==> src/rtl/seg_scan_display_if.sv <==
// rtl/seg_scan_display_if.sv - display-side signal bundle for seg_scan_display
//
// Purpose: groups the BCD/brightness request inputs and the multiplexed
// display outputs of seg_scan_display into one interface.
//
// Parameters:
//   NUM_DIGITS  number of scanned digits (1..8)
//   BRIGHT_W    brightness select width
//
// Signals:
//   digits_in   [4*NUM_DIGITS-1:0]  BCD nibbles, digit 0 in bits [3:0]
//   dp_in       [NUM_DIGITS-1:0]    decimal point request, 1 = lit
//   brightness  [BRIGHT_W-1:0]      on-duty select, all-ones = full
//   enable                          0 blanks the whole display
//   ss_out      [6:0]               segments {a..g}, active-low
//   dp_out                          decimal point segment, active-low
//   en_out      [NUM_DIGITS-1:0]    digit anodes, active-low
//   frame_tick                      one-cycle pulse at scan wrap
//
// Modports: master = upstream score/timer logic, slave = the scanner.

interface seg_scan_display_if #(
    parameter int NUM_DIGITS = 4,
    parameter int BRIGHT_W   = 4
);
    logic [4*NUM_DIGITS-1:0] digits_in;
    logic [NUM_DIGITS-1:0]   dp_in;
    logic [BRIGHT_W-1:0]     brightness;
    logic                    enable;
    logic [6:0]              ss_out;
    logic                    dp_out;
    logic [NUM_DIGITS-1:0]   en_out;
    logic                    frame_tick;

    modport master (
        output digits_in, dp_in, brightness, enable,
        input  ss_out, dp_out, en_out, frame_tick
    );

    modport slave (
        input  digits_in, dp_in, brightness, enable,
        output ss_out, dp_out, en_out, frame_tick
    );
endinterface

==> src/rtl/seg_scan_display.sv <==
// rtl/seg_scan_display.sv - time-multiplexed N-digit seven-segment scanner with PWM
//
// Purpose: scans NUM_DIGITS BCD digits onto common-anode display pins.
// Each digit slot is 2^BRIGHT_W brightness steps of STEP_DIV clocks; a digit
// is driven only while the step counter is <= the brightness select. Inputs
// are snapshotted once per frame (on the wrap back to digit 0) so a value
// change mid-frame never shows mixed digits.
//
// Optional feature: define SEG_LZ_BLANK_EN to enable leading-zero blanking
// of the snapshotted digits (digit 0 is never blanked).
//
// Ports:
//   clk   system clock
//   rst   asynchronous active-high reset
//   bus   seg_scan_display_if.slave
//           in : digits_in, dp_in, brightness, enable
//           out: ss_out, dp_out, en_out, frame_tick (all registered)

module seg_scan_display #(
    parameter int NUM_DIGITS = 4,
    parameter int STEP_DIV   = 3125,
    parameter int BRIGHT_W   = 4
) (
    input  logic                 clk,
    input  logic                 rst,
    seg_scan_display_if.slave    bus
);

    localparam int PRE_W = (STEP_DIV > 1) ? $clog2(STEP_DIV) : 1;
    localparam int IDX_W = (NUM_DIGITS > 1) ? $clog2(NUM_DIGITS) : 1;

    logic [PRE_W-1:0]        pre;
    logic [BRIGHT_W-1:0]     step;
    logic [IDX_W-1:0]        idx;

    logic [4*NUM_DIGITS-1:0] sh_digits;
    logic [NUM_DIGITS-1:0]   sh_dp;
    logic [BRIGHT_W-1:0]     sh_bright;

    logic                    step_stb;
    logic                    slot_end;
    logic                    last_idx;
    logic                    frame_wrap;

    logic [NUM_DIGITS-1:0]   lz_blank;
    logic [3:0]              cur_nib;
    logic                    digit_on;
    logic [6:0]              ss_next;
    logic                    dp_next;
    logic [NUM_DIGITS-1:0]   en_next;

    function automatic logic [6:0] seg_decode(input logic [3:0] nib);
        case (nib)
            4'd0:    seg_decode = 7'b0000001;
            4'd1:    seg_decode = 7'b1001111;
            4'd2:    seg_decode = 7'b0010010;
            4'd3:    seg_decode = 7'b0000110;
            4'd4:    seg_decode = 7'b1001100;
            4'd5:    seg_decode = 7'b0100100;
            4'd6:    seg_decode = 7'b0100000;
            4'd7:    seg_decode = 7'b0001111;
            4'd8:    seg_decode = 7'b0000000;
            4'd9:    seg_decode = 7'b0001100;
            default: seg_decode = 7'b1111110;   // non-BCD shows a dash
        endcase
    endfunction

    // The slot end is a step strobe on the last step, so a coincident step
    // wrap and slot end is a single event by construction.
    assign step_stb   = (pre == PRE_W'(STEP_DIV - 1));
    assign slot_end   = step_stb && (step == {BRIGHT_W{1'b1}});
    assign last_idx   = (idx == IDX_W'(NUM_DIGITS - 1));
    assign frame_wrap = slot_end && last_idx;

`ifdef SEG_LZ_BLANK_EN
    logic higher_blank;

    // A digit is blanked when it is zero and every digit above it is blanked.
    always_comb begin
        lz_blank     = '0;
        higher_blank = 1'b1;
        for (int k = NUM_DIGITS - 1; k >= 1; k--) begin
            if (higher_blank && (sh_digits[4*k +: 4] == 4'd0)) begin
                lz_blank[k] = 1'b1;
            end else begin
                higher_blank = 1'b0;
            end
        end
    end
`else
    assign lz_blank = '0;
`endif

    always_comb begin
        cur_nib  = sh_digits[idx*4 +: 4];
        digit_on = bus.enable && (step <= sh_bright) && !lz_blank[idx];
        if (digit_on) begin
            en_next = ~(NUM_DIGITS'(1) << idx);
            ss_next = seg_decode(cur_nib);
            dp_next = ~sh_dp[idx];
        end else begin
            en_next = {NUM_DIGITS{1'b1}};
            ss_next = 7'b1111111;
            dp_next = 1'b1;
        end
    end

    always_ff @(posedge clk or posedge rst) begin
        if (rst) begin
            pre            <= '0;
            step           <= '0;
            idx            <= '0;
            sh_digits      <= '0;
            sh_dp          <= '0;
            sh_bright      <= '0;
            bus.ss_out     <= 7'b1111111;
            bus.dp_out     <= 1'b1;
            bus.en_out     <= {NUM_DIGITS{1'b1}};
            bus.frame_tick <= 1'b0;
        end else begin
            if (step_stb) begin
                pre  <= '0;
                step <= step + 1'b1;    // natural wrap at 2^BRIGHT_W
            end else begin
                pre  <= pre + 1'b1;
            end

            if (slot_end) begin
                idx <= last_idx ? '0 : idx + 1'b1;
            end

            // Snapshot only at the wrap to digit 0 so a frame is tear-free.
            if (frame_wrap) begin
                sh_digits <= bus.digits_in;
                sh_dp     <= bus.dp_in;
                sh_bright <= bus.brightness;
            end

            bus.frame_tick <= frame_wrap;
            bus.en_out     <= en_next;
            bus.ss_out     <= ss_next;
            bus.dp_out     <= dp_next;
        end
    end

endmodule

==> src/flat_wrapper.sv <==
// flat-port wrapper written by rule: the top's interface ports become plain ports
module seg_scan_display_flat 
#(
    parameter int NUM_DIGITS = 4,
    parameter int STEP_DIV   = 3125,
    parameter int BRIGHT_W   = 4
)
  (clk, rst, bus_digits_in, bus_dp_in, bus_brightness, bus_enable, bus_ss_out, bus_dp_out, bus_en_out, bus_frame_tick);
  seg_scan_display_if #(.NUM_DIGITS(NUM_DIGITS), .BRIGHT_W(BRIGHT_W)) bus_i ();
  input  logic clk;
  input  logic rst;
  input wire logic [$bits(bus_i.digits_in)-1:0] bus_digits_in;
  input wire logic [$bits(bus_i.dp_in)-1:0] bus_dp_in;
  input wire logic [$bits(bus_i.brightness)-1:0] bus_brightness;
  input wire logic [$bits(bus_i.enable)-1:0] bus_enable;
  output wire logic [$bits(bus_i.ss_out)-1:0] bus_ss_out;
  output wire logic [$bits(bus_i.dp_out)-1:0] bus_dp_out;
  output wire logic [$bits(bus_i.en_out)-1:0] bus_en_out;
  output wire logic [$bits(bus_i.frame_tick)-1:0] bus_frame_tick;
  assign bus_i.digits_in = bus_digits_in;
  assign bus_i.dp_in = bus_dp_in;
  assign bus_i.brightness = bus_brightness;
  assign bus_i.enable = bus_enable;
  assign bus_ss_out = bus_i.ss_out;
  assign bus_dp_out = bus_i.dp_out;
  assign bus_en_out = bus_i.en_out;
  assign bus_frame_tick = bus_i.frame_tick;
  seg_scan_display #(.NUM_DIGITS(NUM_DIGITS), .STEP_DIV(STEP_DIV), .BRIGHT_W(BRIGHT_W)) u_core (.clk(clk), .rst(rst), .bus(bus_i));
endmodule
==> config.mk <==
export PLATFORM = sky130hd
export DESIGN_NAME = seg_scan_display_flat
export DESIGN_NICKNAME = d
export VERILOG_FILES = /design/src/rtl/seg_scan_display_if.sv /design/src/rtl/seg_scan_display.sv /design/src/flat_wrapper.sv
export SDC_FILE = /design/constraint.sdc
export NUM_CORES = 1
export LEC_CHECK = 0
export BUFFER_PORTS_ARGS = -buffer_cell sky130_fd_sc_hd__buf_2
export CAP_MARGIN = 10
export CELL_PAD_IN_SITES_DETAIL_PLACEMENT = 0
export CELL_PAD_IN_SITES_GLOBAL_PLACEMENT = 2
export CORE_UTILIZATION = 38
export DETAILED_ROUTE_END_ITERATION = 7
export HOLD_SLACK_MARGIN = 0.08
export PLACE_DENSITY_LB_ADDON = 0.12
export SKIP_CTS_REPAIR_TIMING = 1
export SYNTH_ARGS = -nofsm -noshare
export SYNTH_HDL_FRONTEND = slang
export SYNTH_SLANG_ARGS = --single-unit
==> constraint.sdc <==
create_clock -name clk -period 3 [get_ports clk]
set_input_delay 0.3 -clock clk [delete_from_list [all_inputs] [get_ports clk]]
set_output_delay 0.3 -clock clk [all_outputs]
set_load 0.01 [all_outputs]
==> results of run 1 <==
==> worst max path at each step <==
stage | endpoint | slack, ns | from | cells after the start
finish | u_core.sh_dp[0] | 0.67 | u_core.pre[7] | 4
CTS | u_core.sh_bright[1] | 0.62 | u_core.pre[7] | 4
floorplan | u_core.sh_bright[0] | 0.83 | u_core.pre[7] | 5
global placement | u_core.sh_digits[9] | 0.68 | u_core.pre[7] | 4
detailed placement | u_core.sh_bright[1] | 0.64 | u_core.pre[7] | 4
global route | u_core.sh_bright[1] | 0.57 | u_core.pre[7] | 4
==> area by class of cell <==
cell class                      count  area [sq um]  share of cell area [%]
Clock buffer                        5          68.8                    2.22
Clock inverter                      3          25.0                   0.807
Inverter                           17          63.8                    2.06
Multi-Input combinational cell    129          1190                    38.4
Sequential cell                    55          1390                    44.9
Tap cell                           96           120                    3.87
Timing Repair Buffer               45           243                    7.83
==> power by group through the flow <==
stage,Combinational (mW),Sequential (mW),Clock [mW]
after global routing,0.126,0.786,0.469
after CTS,0.112,0.783,0.438
after global placement,0.112,0.797,0
final,0.110,0.783,0.412
after detailed placement,0.112,0.797,0
after floorplan,0.0647,0.799,0
==> worst reg2reg max path, stage by stage (launching register included) <==
cell,delay [ns]
dfrtp_1,0.43
or4b_4,0.56
nor4_4,0.36
nand3_4,0.42
mux2_4,0.46
==> registers in the layout, indices dropped and copies added (netlist names) <==
register,cells
u_core.sh_digits,16
u_core.pre,12
u_core.bus.ss_out,7
u_core.bus.en_out,4
u_core.sh_bright,4
u_core.sh_dp,4
u_core.step,4
u_core.idx,2
u_core.bus.dp_out,1
u_core.bus.frame_tick,1
==> cells by family (layout without fill, tap and decap cells) <==
family | Yosys count | count (layout) | share of synthesized area (%)
muxes | 33 | 33 | 18.7
and+or+nand+nor | 50 | 50 | 10.3
xor gates and xnor gates | 13 | 13 | 4.24
DFF | 55 | 55 | 51.8
buffers and inverters | 23 | 70 | 3.87
adders and majority gates | 17 | 17 | 7.92
AOI/OAI and AO/OA | 16 | 16 | 3.12
==> metal layers <==
metal  part of all wire [%]  routed length [um]
met3                    4.6                 209
met2                     41                1890
met5                      0                   0
met1                     54                2460
met4                   0.81                  37
==> per-stage QoR <==
step           cells  util (%)  instance area [sq um]  hold slack (ns)  total power [mW]
2_1_floorplan    207         -                   2690            0.449             0.863
3_3_place_gp     341      44.1                   3000            0.374             0.909
3_5_place_dp     341      44.1                   3000            0.370             0.909
4_1_cts          349      45.5                   3090           0.0224              1.33
5_1_grt          350      45.7                   3100            0.192              1.38
6_report         350      45.7                   3100            0.211              1.30
==> synth_stat cells (2+ instances only) <==
master     n  area (sq um)
and3_1     3          18.8
nor2_1    15          56.3
mux2_4    20           300
a21oi_1    4          20.0
nand2_1   10          37.5
mux4_2     5           113
clkbuf_1   2          7.51
dfstp_2   12           315
buf_2      2          10.0
inv_1     17          63.8
ha_1      17           213
nand3_1    7          35.0
dfrtp_1   43          1080
nand2b_1   2          12.5
and2_1     2          12.5
o21ai_0   10          50.1
xnor2_1    9          78.8
buf_6      2          22.5
nand4_1    3          18.8
mux2_2     7          78.8
xor2_1     4          35.0
==> key figures, run 1 <==
Timing
  – Final worst slack: 0.669 ns
  – Period utilisation layout: 77.7%
  – Fmax: 429 MHz
  – Headroom to the max-slew limit: 66.7%
  – RSZ-0062 raised after global routing: no
  – Slew @ Worst Pin: 0.499 ns
  – Final Hold Viols: 0
  – Setup TNS: 0 ns
  – Final min period: 2.33 ns
  – Clock skew: 0.00916 ns
  – Final Setup Violations: 0
  – Max Slew Vio Count: 0

CTS
  – Root Buffer Master: clkbuf_8
  – TritonCTS clock tree: done
  – CTS max path bufs: 2
  – Clock H-tree levels: 2
  – Clock slew seen by the registers of the worst setup and hold paths: 0.10 ns
  – CTS Buf Count: 5
  – Clock Sinks: 55
  – Worst-skew pair later-pin latency: 0.31 ns

Yosys
  – Main flop type after synthesis: dfrtp_1
  – Cell count after synthesis: 207
  – Seq/Total Area, Yosys: 51.8%
  – FFs w/ async S/R, synth: 100%
  – Mapped Nets: 251
  – Syn avg cell area: 13.0 sq um
  – EDFF count, synth: 0
  – Syn Std Cell Area: 0.00269 sq mm
  – YS warnings: 0
  – Yosys cell types: 32
  – #FFs+latches synth: 55

Route
  – Via count: 1581
  – Detailed Route WL: 4.59 mm
  – Final ANT Viol Nets: 0
  – Initial DRT Pass Iterations: 4
  – DRC: 0
  – Average wire per standard cell: 13.1 um
  – Initial detailed-routing violation count: 32
  – DR vias/cell: 4.52

Power
  – Logic pwr share: 8.4%
  – Clk pwr share: 31.5%
  – Internal power: 0.997 mW
  – Sequential Power Share: 60.0%
  – Leakage power: 1.50 nW
  – Pwr/cell area: 421 mW/mm^2
  – Worst vdd ir: 0.187 mV
  – Switching pwr: 0.308 mW
  – Switching share of power: 23.6%

Worst hold path
  – Hold Startpoint: bus_dp_in[3]
  – Worst Hold Depth: 2
  – Hold EP: u_core.sh_dp[3]
  – HP Class: primary input to flop

Worst setup path
  – Data required, critical path: 3.20 ns
  – Reg2reg path depth: 4
  – Worst path top cell family by delay: simple AND/OR/NAND/NOR gates
  – Worst endpoint data arrival time: 2.53 ns
  – Worst R2R Start: u_core.pre[7]
  – Worst path bufs/invs: 0
  – Worst-path cell chain: or4b_4, nor4_4, nand3_4, mux2_4
  – Reg2Reg Setup Slack: 0.67 ns
  – CP endpoint kind: flop
  – Crit-path max FO: 24
  – CP max stage delay: 0.56 ns
  – Setup Crit Path Kind: flop to flop
  – Slowest cell on the critical path: or4b_4
  – CP Launch Type: flop
  – Crit Reg-Reg Endpoint: u_core.sh_dp[0]

Floorplan
  – Core Area: 0.00679 sq mm
  – Full die area: 0.00741 sq mm
  – Number of top-level pins: 40
  – Row count: 30
  – Starting Density: 39.5%
  – Die span in x: 86.1 um
  – Overall die height: 86.1 um

Finish
  – Commonest non-fill, non-tap cell in the layout: dfrtp_1
  – P&R area growth vs syn: 15.5%
  – Share of cells above drive strength 1: 39.8%
  – Antenna cells: 0
  – Most frequent cells in the layout: 43 x dfrtp_1, 39 x buf_2, 20 x mux2_4
  – Filler cells: 617
  – Nets: 297

Global routing
  – Met3 Usage GRT: 3.66%
  – Total gr overflow: 0
  – Largest net degree at the start of global routing: 25
  – Met2 GRT Util: 20.5%
  – Grt met1 use: 21.0%
  – Most used routing layer: met1
  – GR Util All Layers: 14.1%
  – Number of global-route vias before repair: 1617
  – Global-route wire length before repair: 8.05 mm
  – Initial antenna violation count: 0

Place
  – Setup WS pre-CTS: 0.644 ns
  – Placer congestion estimate: 0.752
  – # port buffers: 39
  – Post-DP HPWL: 3.40 mm

Run
  – Max Cap Viol: 0

Outcome
  – Status: completed
(Power assumes the default switching activity.)
==> run 2, diff against run 1 <==
- ABC_AREA: unset -> 1
- CORE_UTILIZATION: 38 -> 34
- clock period: 3 -> 2.4 ns (I/O delays scaled with it)
==> key figures, run 2 <==
Timing
  – Slew @ Worst Pin: 0.557 ns (was 0.499 ns)
  – Setup TNS: 0 ns (unchanged)
  – Headroom to the max-slew limit: 62.8% (was 66.7%)
  – Max Slew Vio Count: 0 (unchanged)
  – Final Setup Violations: 0 (unchanged)
  – RSZ-0062 raised after global routing: no (unchanged)
  – Fmax: 545 MHz (was 429 MHz)
  – Final min period: 1.84 ns (was 2.33 ns)
  – Clock skew: 0.00589 ns (was 0.00916 ns)
  – Period utilisation layout: 76.5% (was 77.7%)
  – Final worst slack: 0.564 ns (was 0.669 ns)
  – Final Hold Viols: 0 (unchanged)

Floorplan
  – Die span in x: 94.5 um (was 86.1 um)
  – Starting Density: 35.3% (was 39.5%)
  – Row count: 33 (was 30)
  – Core Area: 0.00826 sq mm (was 0.00679 sq mm)
  – Overall die height: 94.5 um (was 86.1 um)
  – Number of top-level pins: 40 (unchanged)
  – Full die area: 0.00894 sq mm (was 0.00741 sq mm)

Power
  – Leakage power: 1.70 nW (was 1.50 nW)
  – Worst vdd ir: 0.243 mV (was 0.187 mV)
  – Pwr/cell area: 461 mW/mm^2 (was 421 mW/mm^2)

CTS
  – Clock slew seen by the registers of the worst setup and hold paths: 0.10 ns (about the same)
  – Worst-skew pair later-pin latency: 0.31 ns (about the same)
  – Clock Sinks: 55 (unchanged)
  – Root Buffer Master: clkbuf_8 (unchanged)
  – CTS Buf Count: 5 (unchanged)
  – CTS max path bufs: 2 (unchanged)
  – Clock H-tree levels: 2 (unchanged)
  – TritonCTS clock tree: done (unchanged)

Yosys
  – Synth top cells by count: 118 x nand2_1, 52 x nand3_1, 43 x dfrtp_1, 37 x inv_1, 23 x nor2_1 (was 43 x dfrtp_1, 20 x mux2_4, 17 x ha_1, 17 x inv_1, 15 x nor2_1)
  – Syn Std Cell Area: 0.00291 sq mm (was 0.00269 sq mm)
  – Most area-hungry cell type in the Yosys netlist: dfrtp_1 (unchanged)
  – Seq/Total Area, Yosys: 47.8% (was 51.8%)
  – Most common cell in the synthesized netlist: nand2_1 (was dfrtp_1)
  – #FFs+latches synth: 55 (unchanged)
  – Syn avg cell area: 8.37 sq um (was 13.0 sq um)
  – Yosys cell types: 28 (was 32)
  – YS warnings: 0 (unchanged)
  – FFs w/ async S/R, synth: 100% (unchanged)
  – Main flop type after synthesis: dfrtp_1 (unchanged)
  – Synth top area cells: dfrtp_1 37%, nand2_1 15%, dfstp_2 11% (was dfrtp_1 40%, dfstp_2 12%, mux2_4 11%)
  – Post-synth top area share: 37.0% (was 40.1%)
  – Cell count after synthesis: 348 (was 207)
  – Mapped Nets: 392 (was 251)
  – EDFF count, synth: 0 (unchanged)

Finish
  – Area of the multi-input gates: 0.00127 sq mm (was 0.00119 sq mm)
  – Register area: 0.00139 sq mm (unchanged)
  – Most frequent cells in the layout: 118 x nand2_1, 52 x nand3_1, 43 x dfrtp_1 (was 43 x dfrtp_1, 39 x buf_2, 20 x mux2_4)
  – Top flop regs: u_core.sh_digits x16, u_core.pre x12, u_core.bus.ss_out x7 (unchanged)
  – Commonest non-fill, non-tap cell in the layout: nand2_1 (was dfrtp_1)
  – Antenna cells: 0 (unchanged)
  – Nets: 434 (was 297)
  – Max FFs per register: 16 (unchanged)
  – Share of cells above drive strength 1: 18.7% (was 39.8%)
  – Filler cells: 876 (was 617)
  – Top reg by flops: u_core.sh_digits (unchanged)
  – P&R area growth vs syn: 12.5% (was 15.5%)

Place
  – Post-DP HPWL: 4.39 mm (was 3.40 mm)
  – Setup WS pre-CTS: 0.544 ns (was 0.644 ns)
  – # port buffers: 39 (unchanged)
  – Placer congestion estimate: 0.741 (was 0.752)

Worst setup path
  – CP endpoint kind: flop (unchanged)
  – Worst endpoint data arrival time: 2.08 ns (was 2.53 ns)
  – Reg2reg path depth: 8 (was 4)
  – Data required, critical path: 2.64 ns (was 3.20 ns)
  – CP Launch Type: flop (unchanged)
  – Crit-path max FO: 8 (was 24)
  – Setup Crit Path Kind: flop to flop (unchanged)

Route
  – DRC: 0 (unchanged)
  – Top sig layer: met4 (unchanged)
  – WL met1: 3.30 mm (was 2.46 mm)
  – Routed met3 length: 184 um (was 209 um)
  – Average wire per standard cell: 12.5 um (was 13.1 um)
  – DR vias/cell: 4.51 (was 4.52)
  – Via count: 2238 (was 1581)
  – Initial DRT Pass Iterations: 4 (unchanged)
  – Detailed Route WL: 6.19 mm (was 4.59 mm)
  – Initial detailed-routing violation count: 68 (was 32)
  – Met2 wire length: 2.64 mm (was 1.89 mm)
  – Final ANT Viol Nets: 0 (unchanged)

Worst hold path
  – Worst Hold Depth: 3 (was 2)
  – HP Class: primary input to flop (unchanged)

Global routing
  – Initial antenna violation count: 0 (unchanged)
  – Number of global-route vias before repair: 2149 (was 1617)
  – Global-route wire length before repair: 10.6 mm (was 8.05 mm)
  – Largest net degree at the start of global routing: 31 (was 25)
  – GR Util All Layers: 15.4% (was 14.1%)
  – Total gr overflow: 0 (unchanged)

Outcome
  – Status: completed (unchanged)

Run
  – Max Cap Viol: 0 (unchanged)
-- run 2: cell count changes in the layout (fill, tap and decap cells not counted), sizes merged, moves of 3 or more --
cell,delta
nand3,+45
mux2,-27
inv,+21
and3,-3
xnor2,-8
mux4,-5
nor2,+10
nand2,+111
-- run 2: cells by family after synthesis --
logic type	share of synthesized area, %
fa+ha+maj	7.31
compound gates	2.45
xor+xnor	1.50
buf+inv	8.59
simple gates	32.4
flops	47.8
-- run 2: routing by layer --
layer	global-route usage, %	vias up
met5	0	-
met2	24.3	36
met4	3.79	0
met3	2.90	5
met1	21.6	1018
li1	-	1179
-- run 2: worst max-delay path: stages (launching register included) --
cell and delay (ns):
dfrtp_1 0.51, inv_1 0.26, nand3_1 0.13, nand2_1 0.20
inv_1 0.13, ha_1 0.19, nand3b_1 0.18, nand3_1 0.10
nand3_1 0.07
-- run 2: cell type report --
type                            instances  area share, %
Multi-Input combinational cell        245           38.8
Sequential cell                        55           42.5
Clock buffer                            6           2.22
Clock inverter                          2          0.382
Timing Repair Buffer                   45           7.79
Inverter                               38           4.35
Tap cell                              105           4.01
-- run 2: path summary, 6_finish.rpt --
check	from	endpoint	slack, ns
worst max register to register	u_core.idx[1]	u_core.bus.ss_out[1]	0.56
worst max-delay path	u_core.idx[1]	u_core.bus.ss_out[1]	0.56
worst min register to register	u_core.sh_digits[14]	u_core.sh_digits[14]	0.49
worst min-delay path	bus_brightness[1]	u_core.sh_bright[1]	0.14
max in group asynchronous	rst	u_core.pre[2]	1.32
min in group asynchronous	rst	u_core.pre[9]	0.52
-- run 2: per-stage QoR --
stage / cells / hold WS (ns) / instance area, sq um / total power, mW / util, %
3_5_place_dp: 487 / 0.333 / 3180 / 1.01 / 38.5
5_1_grt: 496 / 0.139 / 3280 / 1.57 / 39.7
3_3_place_gp: 487 / 0.337 / 3180 / 1.01 / 38.5
6_report: 496 / 0.143 / 3280 / 1.51 / 39.7
2_1_floorplan: 348 / 0.378 / 2910 / 0.968 / -
4_1_cts: 495 / -0.0109 / 3270 / 1.53 / 39.5
-- run 2: where the power goes --
group	switching [mW]	total (mW)	internal, mW
logic	0.0319	0.0547	0.0229
clock network	0.317	0.523	0.205
registers	0.000619	0.932	0.931
total	0.350	1.51	1.16
